## config.mk

```make
export PLATFORM = sky130hd
export DESIGN_NAME = dca_matrix_store_arbiter_flat
export DESIGN_NICKNAME = d
export VERILOG_FILES = /design/src/rtl/dca_matrix_store_arbiter_if.sv /design/src/rtl/dca_matrix_store_arbiter.sv /design/src/flat_wrapper.sv
export SDC_FILE = /design/constraint.sdc
export NUM_CORES = 1
export LEC_CHECK = 0
export ABC_AREA = 1
export ABC_CLOCK_PERIOD_IN_PS = 2810
export BUFFER_PORTS_ARGS = -buffer_cell sky130_fd_sc_hd__buf_2
export CAP_MARGIN = 40
export CORE_AREA = 2 2 159 161
export CTS_CLUSTER_SIZE = 16
export DETAILED_ROUTE_END_ITERATION = 12
export DIE_AREA = 0 0 161 163
export HOLD_SLACK_MARGIN = 0.12
export PLACE_DENSITY = 0.39
export RECOVER_POWER = 100
export SLEW_MARGIN = 40
export SYNTH_ARGS = -nofsm -noshare
export SYNTH_HDL_FRONTEND = slang
export SYNTH_SLANG_ARGS = --single-unit
export TNS_END_PERCENT = 1
```

## constraint.sdc

```tcl
create_clock -name clk -period 2.81 [get_ports clk]
set_input_delay 0.281 -clock clk [delete_from_list [all_inputs] [get_ports clk]]
set_output_delay 0.281 -clock clk [all_outputs]
set_load 0.01 [all_outputs]
```

## src/rtl/dca_matrix_store_arbiter_if.sv

```systemverilog
// Bundle of request, unit-control and row-stream signals between the store
// arbiter (master) and the mreg-to-store units plus store engine (slave).
interface dca_matrix_store_arbiter_if #(
  parameter int NUM_REQUESTER = 2,
  parameter int BW_TENSOR_ROW = 128
);
  logic [NUM_REQUESTER-1:0]               sreq_wrequest;
  logic [NUM_REQUESTER-1:0]               sreq_wready;
  logic [NUM_REQUESTER-1:0]               unit_wrequest;
  logic [NUM_REQUESTER-1:0]               unit_wready;
  logic [NUM_REQUESTER-1:0]               unit_busy;
  logic [NUM_REQUESTER-1:0]               unit_rvalid;
  logic [NUM_REQUESTER-1:0]               unit_rlast;
  logic [NUM_REQUESTER-1:0]               unit_rready;
  logic [NUM_REQUESTER*BW_TENSOR_ROW-1:0] unit_rdata_list1d;
  logic                                   store_wrequest;
  logic                                   store_wready;
  logic                                   store_rvalid;
  logic                                   store_rlast;
  logic                                   store_rready;
  logic [BW_TENSOR_ROW-1:0]               store_rdata;

  modport master (
    input  sreq_wrequest, unit_wready, unit_busy, unit_rready, unit_rdata_list1d,
    input  store_wready, store_rvalid, store_rlast,
    output sreq_wready, unit_wrequest, unit_rvalid, unit_rlast,
    output store_wrequest, store_rready, store_rdata
  );

  modport slave (
    output sreq_wrequest, unit_wready, unit_busy, unit_rready, unit_rdata_list1d,
    output store_wready, store_rvalid, store_rlast,
    input  sreq_wready, unit_wrequest, unit_rvalid, unit_rlast,
    input  store_wrequest, store_rready, store_rdata
  );
endinterface

```

## src/rtl/dca_matrix_store_arbiter.sv

```systemverilog
// Shares one store engine among NUM_REQUESTER mreg-to-store units: grant, issue, stream, drain.
// Define DCA_STORE_ARB_ROUND_ROBIN_EN for round-robin arbitration; fixed lowest-index priority otherwise.
module dca_matrix_store_arbiter #(
  parameter int NUM_REQUESTER = 2,
  parameter int BW_TENSOR_ROW = 128
) (
  input  logic                             clk,
  input  logic                             rstnn,
  input  logic                             clear,
  input  logic                             enable,
  output logic                             busy,
  output logic [$clog2(NUM_REQUESTER)-1:0] grant_index,
  dca_matrix_store_arbiter_if.master       bus
);
  localparam int GW = $clog2(NUM_REQUESTER);

  typedef enum logic [1:0] {IDLE, ISSUE, STREAM, DRAIN} state_t;

  state_t                   state_reg;
  logic [GW-1:0]            grant_reg;
  logic [NUM_REQUESTER-1:0] unit_wrequest_reg;
  logic                     store_wrequest_reg;
  logic                     busy_reg;

  logic [NUM_REQUESTER-1:0] eligible;
  logic [GW-1:0]            winner;
  logic                     start;
  logic                     streaming;

  assign eligible  = bus.sreq_wrequest & bus.unit_wready;
  // A grant is only taken on an edge that will actually move the FSM.
  assign start     = (state_reg == IDLE) && enable && !clear && !rstnn
                     && (|eligible) && bus.store_wready;
  assign streaming = (state_reg == STREAM);

`ifdef DCA_STORE_ARB_ROUND_ROBIN_EN
  logic [GW-1:0] ptr_reg;

  always_comb begin
    int idx;
    winner = '0;
    idx    = 0;
    // Scan backwards so the closest eligible index at/after the pointer wins last.
    for (int k = NUM_REQUESTER - 1; k >= 0; k--) begin
      idx = int'(ptr_reg) + k;
      if (idx >= NUM_REQUESTER) idx = idx - NUM_REQUESTER;
      if (eligible[idx]) winner = GW'(idx);
    end
  end
`else
  always_comb begin
    winner = '0;
    for (int k = NUM_REQUESTER - 1; k >= 0; k--) begin
      if (eligible[k]) winner = GW'(k);
    end
  end
`endif

  for (genvar gi = 0; gi < NUM_REQUESTER; gi++) begin : g_route
    logic sel;
    assign sel                 = streaming && (grant_reg == GW'(gi));
    assign bus.unit_rvalid[gi] = sel & bus.store_rvalid;
    assign bus.unit_rlast[gi]  = sel & bus.store_rlast;
    assign bus.sreq_wready[gi] = start && (winner == GW'(gi));
  end

  assign bus.store_rready   = streaming & bus.unit_rready[grant_reg];
  assign bus.store_rdata    = streaming
                              ? bus.unit_rdata_list1d[int'(grant_reg)*BW_TENSOR_ROW +: BW_TENSOR_ROW]
                              : '0;
  assign bus.unit_wrequest  = unit_wrequest_reg;
  assign bus.store_wrequest = store_wrequest_reg;
  assign busy               = busy_reg;
  assign grant_index        = grant_reg;

  always_ff @(posedge clk) begin
    if (rstnn || clear) begin
      state_reg          <= IDLE;
      grant_reg          <= '0;
      unit_wrequest_reg  <= '0;
      store_wrequest_reg <= 1'b0;
      busy_reg           <= 1'b0;
`ifdef DCA_STORE_ARB_ROUND_ROBIN_EN
      ptr_reg            <= '0;
`endif
    end else if (enable) begin
      case (state_reg)
        IDLE: begin
          if (start) begin
            grant_reg          <= winner;
            unit_wrequest_reg  <= {{(NUM_REQUESTER-1){1'b0}}, 1'b1} << winner;
            store_wrequest_reg <= 1'b1;
            busy_reg           <= 1'b1;
            state_reg          <= ISSUE;
          end
        end
        ISSUE: begin
          unit_wrequest_reg  <= '0;
          store_wrequest_reg <= 1'b0;
          state_reg          <= STREAM;
        end
        STREAM: begin
          if (bus.store_rvalid && bus.store_rready && bus.store_rlast) state_reg <= DRAIN;
        end
        DRAIN: begin
          // Unit must finish its own bookkeeping before the port is reusable.
          if (!bus.unit_busy[grant_reg]) begin
            busy_reg  <= 1'b0;
            state_reg <= IDLE;
`ifdef DCA_STORE_ARB_ROUND_ROBIN_EN
            ptr_reg   <= (int'(grant_reg) == NUM_REQUESTER - 1) ? '0 : grant_reg + 1'b1;
`endif
          end
        end
        default: state_reg <= IDLE;
      endcase
    end
  end
endmodule

```

## src/flat_wrapper.sv

```systemverilog
// flat-port wrapper written by rule: the top's interface ports become plain ports
module dca_matrix_store_arbiter_flat 
#(
  parameter int NUM_REQUESTER = 2,
  parameter int BW_TENSOR_ROW = 128
)
  (clk, rstnn, clear, enable, busy, grant_index, bus_sreq_wrequest, bus_unit_wready, bus_unit_busy, bus_unit_rready, bus_unit_rdata_list1d, bus_store_wready, bus_store_rvalid, bus_store_rlast, bus_sreq_wready, bus_unit_wrequest, bus_unit_rvalid, bus_unit_rlast, bus_store_wrequest, bus_store_rready, bus_store_rdata);
  dca_matrix_store_arbiter_if #(.NUM_REQUESTER(NUM_REQUESTER), .BW_TENSOR_ROW(BW_TENSOR_ROW)) bus_i ();
  input  logic clk;
  input  logic rstnn;
  input  logic clear;
  input  logic enable;
  output logic busy;
  output logic [$clog2(NUM_REQUESTER)-1:0] grant_index;
  input wire logic [$bits(bus_i.sreq_wrequest)-1:0] bus_sreq_wrequest;
  input wire logic [$bits(bus_i.unit_wready)-1:0] bus_unit_wready;
  input wire logic [$bits(bus_i.unit_busy)-1:0] bus_unit_busy;
  input wire logic [$bits(bus_i.unit_rready)-1:0] bus_unit_rready;
  input wire logic [$bits(bus_i.unit_rdata_list1d)-1:0] bus_unit_rdata_list1d;
  input wire logic [$bits(bus_i.store_wready)-1:0] bus_store_wready;
  input wire logic [$bits(bus_i.store_rvalid)-1:0] bus_store_rvalid;
  input wire logic [$bits(bus_i.store_rlast)-1:0] bus_store_rlast;
  output wire logic [$bits(bus_i.sreq_wready)-1:0] bus_sreq_wready;
  output wire logic [$bits(bus_i.unit_wrequest)-1:0] bus_unit_wrequest;
  output wire logic [$bits(bus_i.unit_rvalid)-1:0] bus_unit_rvalid;
  output wire logic [$bits(bus_i.unit_rlast)-1:0] bus_unit_rlast;
  output wire logic [$bits(bus_i.store_wrequest)-1:0] bus_store_wrequest;
  output wire logic [$bits(bus_i.store_rready)-1:0] bus_store_rready;
  output wire logic [$bits(bus_i.store_rdata)-1:0] bus_store_rdata;
  assign bus_i.sreq_wrequest = bus_sreq_wrequest;
  assign bus_i.unit_wready = bus_unit_wready;
  assign bus_i.unit_busy = bus_unit_busy;
  assign bus_i.unit_rready = bus_unit_rready;
  assign bus_i.unit_rdata_list1d = bus_unit_rdata_list1d;
  assign bus_i.store_wready = bus_store_wready;
  assign bus_i.store_rvalid = bus_store_rvalid;
  assign bus_i.store_rlast = bus_store_rlast;
  assign bus_sreq_wready = bus_i.sreq_wready;
  assign bus_unit_wrequest = bus_i.unit_wrequest;
  assign bus_unit_rvalid = bus_i.unit_rvalid;
  assign bus_unit_rlast = bus_i.unit_rlast;
  assign bus_store_wrequest = bus_i.store_wrequest;
  assign bus_store_rready = bus_i.store_rready;
  assign bus_store_rdata = bus_i.store_rdata;
  dca_matrix_store_arbiter #(.NUM_REQUESTER(NUM_REQUESTER), .BW_TENSOR_ROW(BW_TENSOR_ROW)) u_core (.clk(clk), .rstnn(rstnn), .clear(clear), .enable(enable), .busy(busy), .grant_index(grant_index), .bus(bus_i));
endmodule
```

==> metrics.txt <==
Worst path slowest cell clkbuf_4; hold_buf cts 0; top post-synthesis cells by area nand2_1, a21oi_1, dfxtp_1; setup TNS after final layout 0 ps; final hold vios 0; full die area 26200 µm²; syn_area_per_cell 4.61 µm²; CTS clk-pin slew, worst paths 40 ps; worst setup path class reg -> out; net count after synthesis 786; CP cell instances inv_4, clkbuf_4, nand2_1, a21oi_1, clkbuf_1; final worst slack 462 ps; I/O pins 411; clk sinks 7; area occupied by multi-input gates 1910 µm²; wire per inst 13.2 µm; Core ar. 24700 µm²; count leader, synth nand2_1; pin count of the biggest net entering global routing 134; setup slack after placement 840 ps; Antenna Nets Post-Route 0; DRC violations left 0; Yosys warnings 0; Synth cell types 19; status complete, no violations; Fmax achieved 426 MHz; DRT Pass-1 Iters 4; CTS tree yes; overall power 0.627 mW; synthesis-to-finish area growth 93.6%; Final min period 2350 ps; Die Wd 161 µm; CP Launch Type register; top cell type's share of synthesized area 44.8%; setup bufs post-CTS 0; synth cell count leaders nand2_1, a21oi_1, buf_2, inv_1, nor2_1; dpl cells 1213; Slew headroom 44.8%; clk_lat worst skew 230 ps; vias 4597; first-pass GRT wire length 22.9 mm; PwrDens 138 nW/µm²; endpoints failing setup 0; Worst Skew 0.800 ps; num rows 58; Initial Util 9.54%; post_cts resized 0; synthesized area 2350 µm²; Data required, critical path 2530 ps; cell count after synthesis 511; nature of the critical path endpoint primary output; Reg area 140 µm²; initial DRC count 235; quantity of I/O buffers inserted on ports 410; fillers 3025; Max clock buf depth 2; fin area 4560 µm²; Via density 3.77; Post-synth EDFFs 0; fraction of registers with async set/reset 0%; final cell count without fillers 1220; cell accounting for the most synthesized area nand2_1; layout cell share with drive strength beyond 1 32.6%; final period utilization 83.5%; Final HPWL DP 12.7 mm; initial antenna violation count 5; H-tree depth 1; ys flop type dfxtp_1; register bit total from synthesis 7; max cap viols 0; cts bufs inserted 3; final wirelength 16.1 mm; gr usage total 10.9%; RSZ-0062 raised after global routing no; worst slew pin tran 827 ps; leakage 2.30 nW; vias in the first global route 4287; post-synthesis sequential area ratio 5.95%; grt ovf 0; placed inst area 4680 µm²; CTS Root Cell clkbuf_16; final net count 1163; crit path max fanout 70; max incr delay on CP 660 ps; Hold Crit Class in -> reg; Worst Path Arrival 2070 ps; GPL Wtd Cong 0.758; Die Ht 163 µm; Slew Viols, Final 0; VDD IR max 0.000121 V
## worst max-delay path: cells and delay by family (launching register included)
family / cells / cell delay (ps)
simple gates: 1 / 200
flops: 1 / 350
buf+inv: 3 / 1000
compound gates: 1 / 190
## layout make-up
type                       count  share of cell area [%]
antenna                        3                   0.165
timing repair buffer         415                    42.7
multi-input combinational    446                    41.9
tap                          330                    9.06
sequential                     7                    3.07
clock buffer                   4                    1.73
inverter                      15                    1.34
## per-stage QoR
stage	hold slack, ps	util, %
floorplan	432	-
finish	341	18.5
CTS	345	19.3
global placement	454	19.0
global route	353	18.5
detailed placement	458	19.0
## layout by cell type, fill, tap and decap left out, types with 4 or more instances in the layout
cell type	count
nand2_1	282
nand3_1	7
dfxtp_1	7
ha_1	4
inv_1	13
buf_2	276
nor2_1	13
clkbuf_1	135
a21oi_1	134
## report_power, final
group          switching (mW)  leakage, nW  internal, mW
Clock                  0.0537       0.0382         0.189
Sequential           0.000469       0.0564         0.101
Combinational           0.118         2.21         0.165
## kinds of logic (layout without fill, tap and decap cells)
group           Yosys count  in the layout  share of synthesized area, %
fa+ha+maj                 4              4                          2.13
simple gates            307            307                          50.6
buf+inv                  58            434                          12.4
other cells               0              3                             0
compound gates          135            135                          28.9
flops                     7              7                          5.95
## layer usage
metal	vias up	share of wire [%]	track usage (%)
met1	1981	40	12.6
met2	220	51	20.7
li1	2380	-	-
met5	-	0	0
met3	16	7.8	1.94
met4	0	1.2	2.44
## path summary, 6_finish.rpt
kind / slack [ps] / endpoint / startpoint / depth (start not counted)
max reg2reg: 780 / u_core.state_reg[0]$_SDFFE_PP0P_ / u_core.grant_index$_SDFFE_PP0P_ / 10
min: 340 / u_core.state_reg[1]$_SDFFE_PP0P_ / clear / 4
max: 460 / bus_store_rdata[95] / u_core.grant_index$_SDFFE_PP0P_ / 5
min reg2reg: 470 / u_core.busy$_SDFFE_PP0P_ / u_core.busy$_SDFFE_PP0P_ / 2
Note: power is estimated with default switching activity, not from simulation.
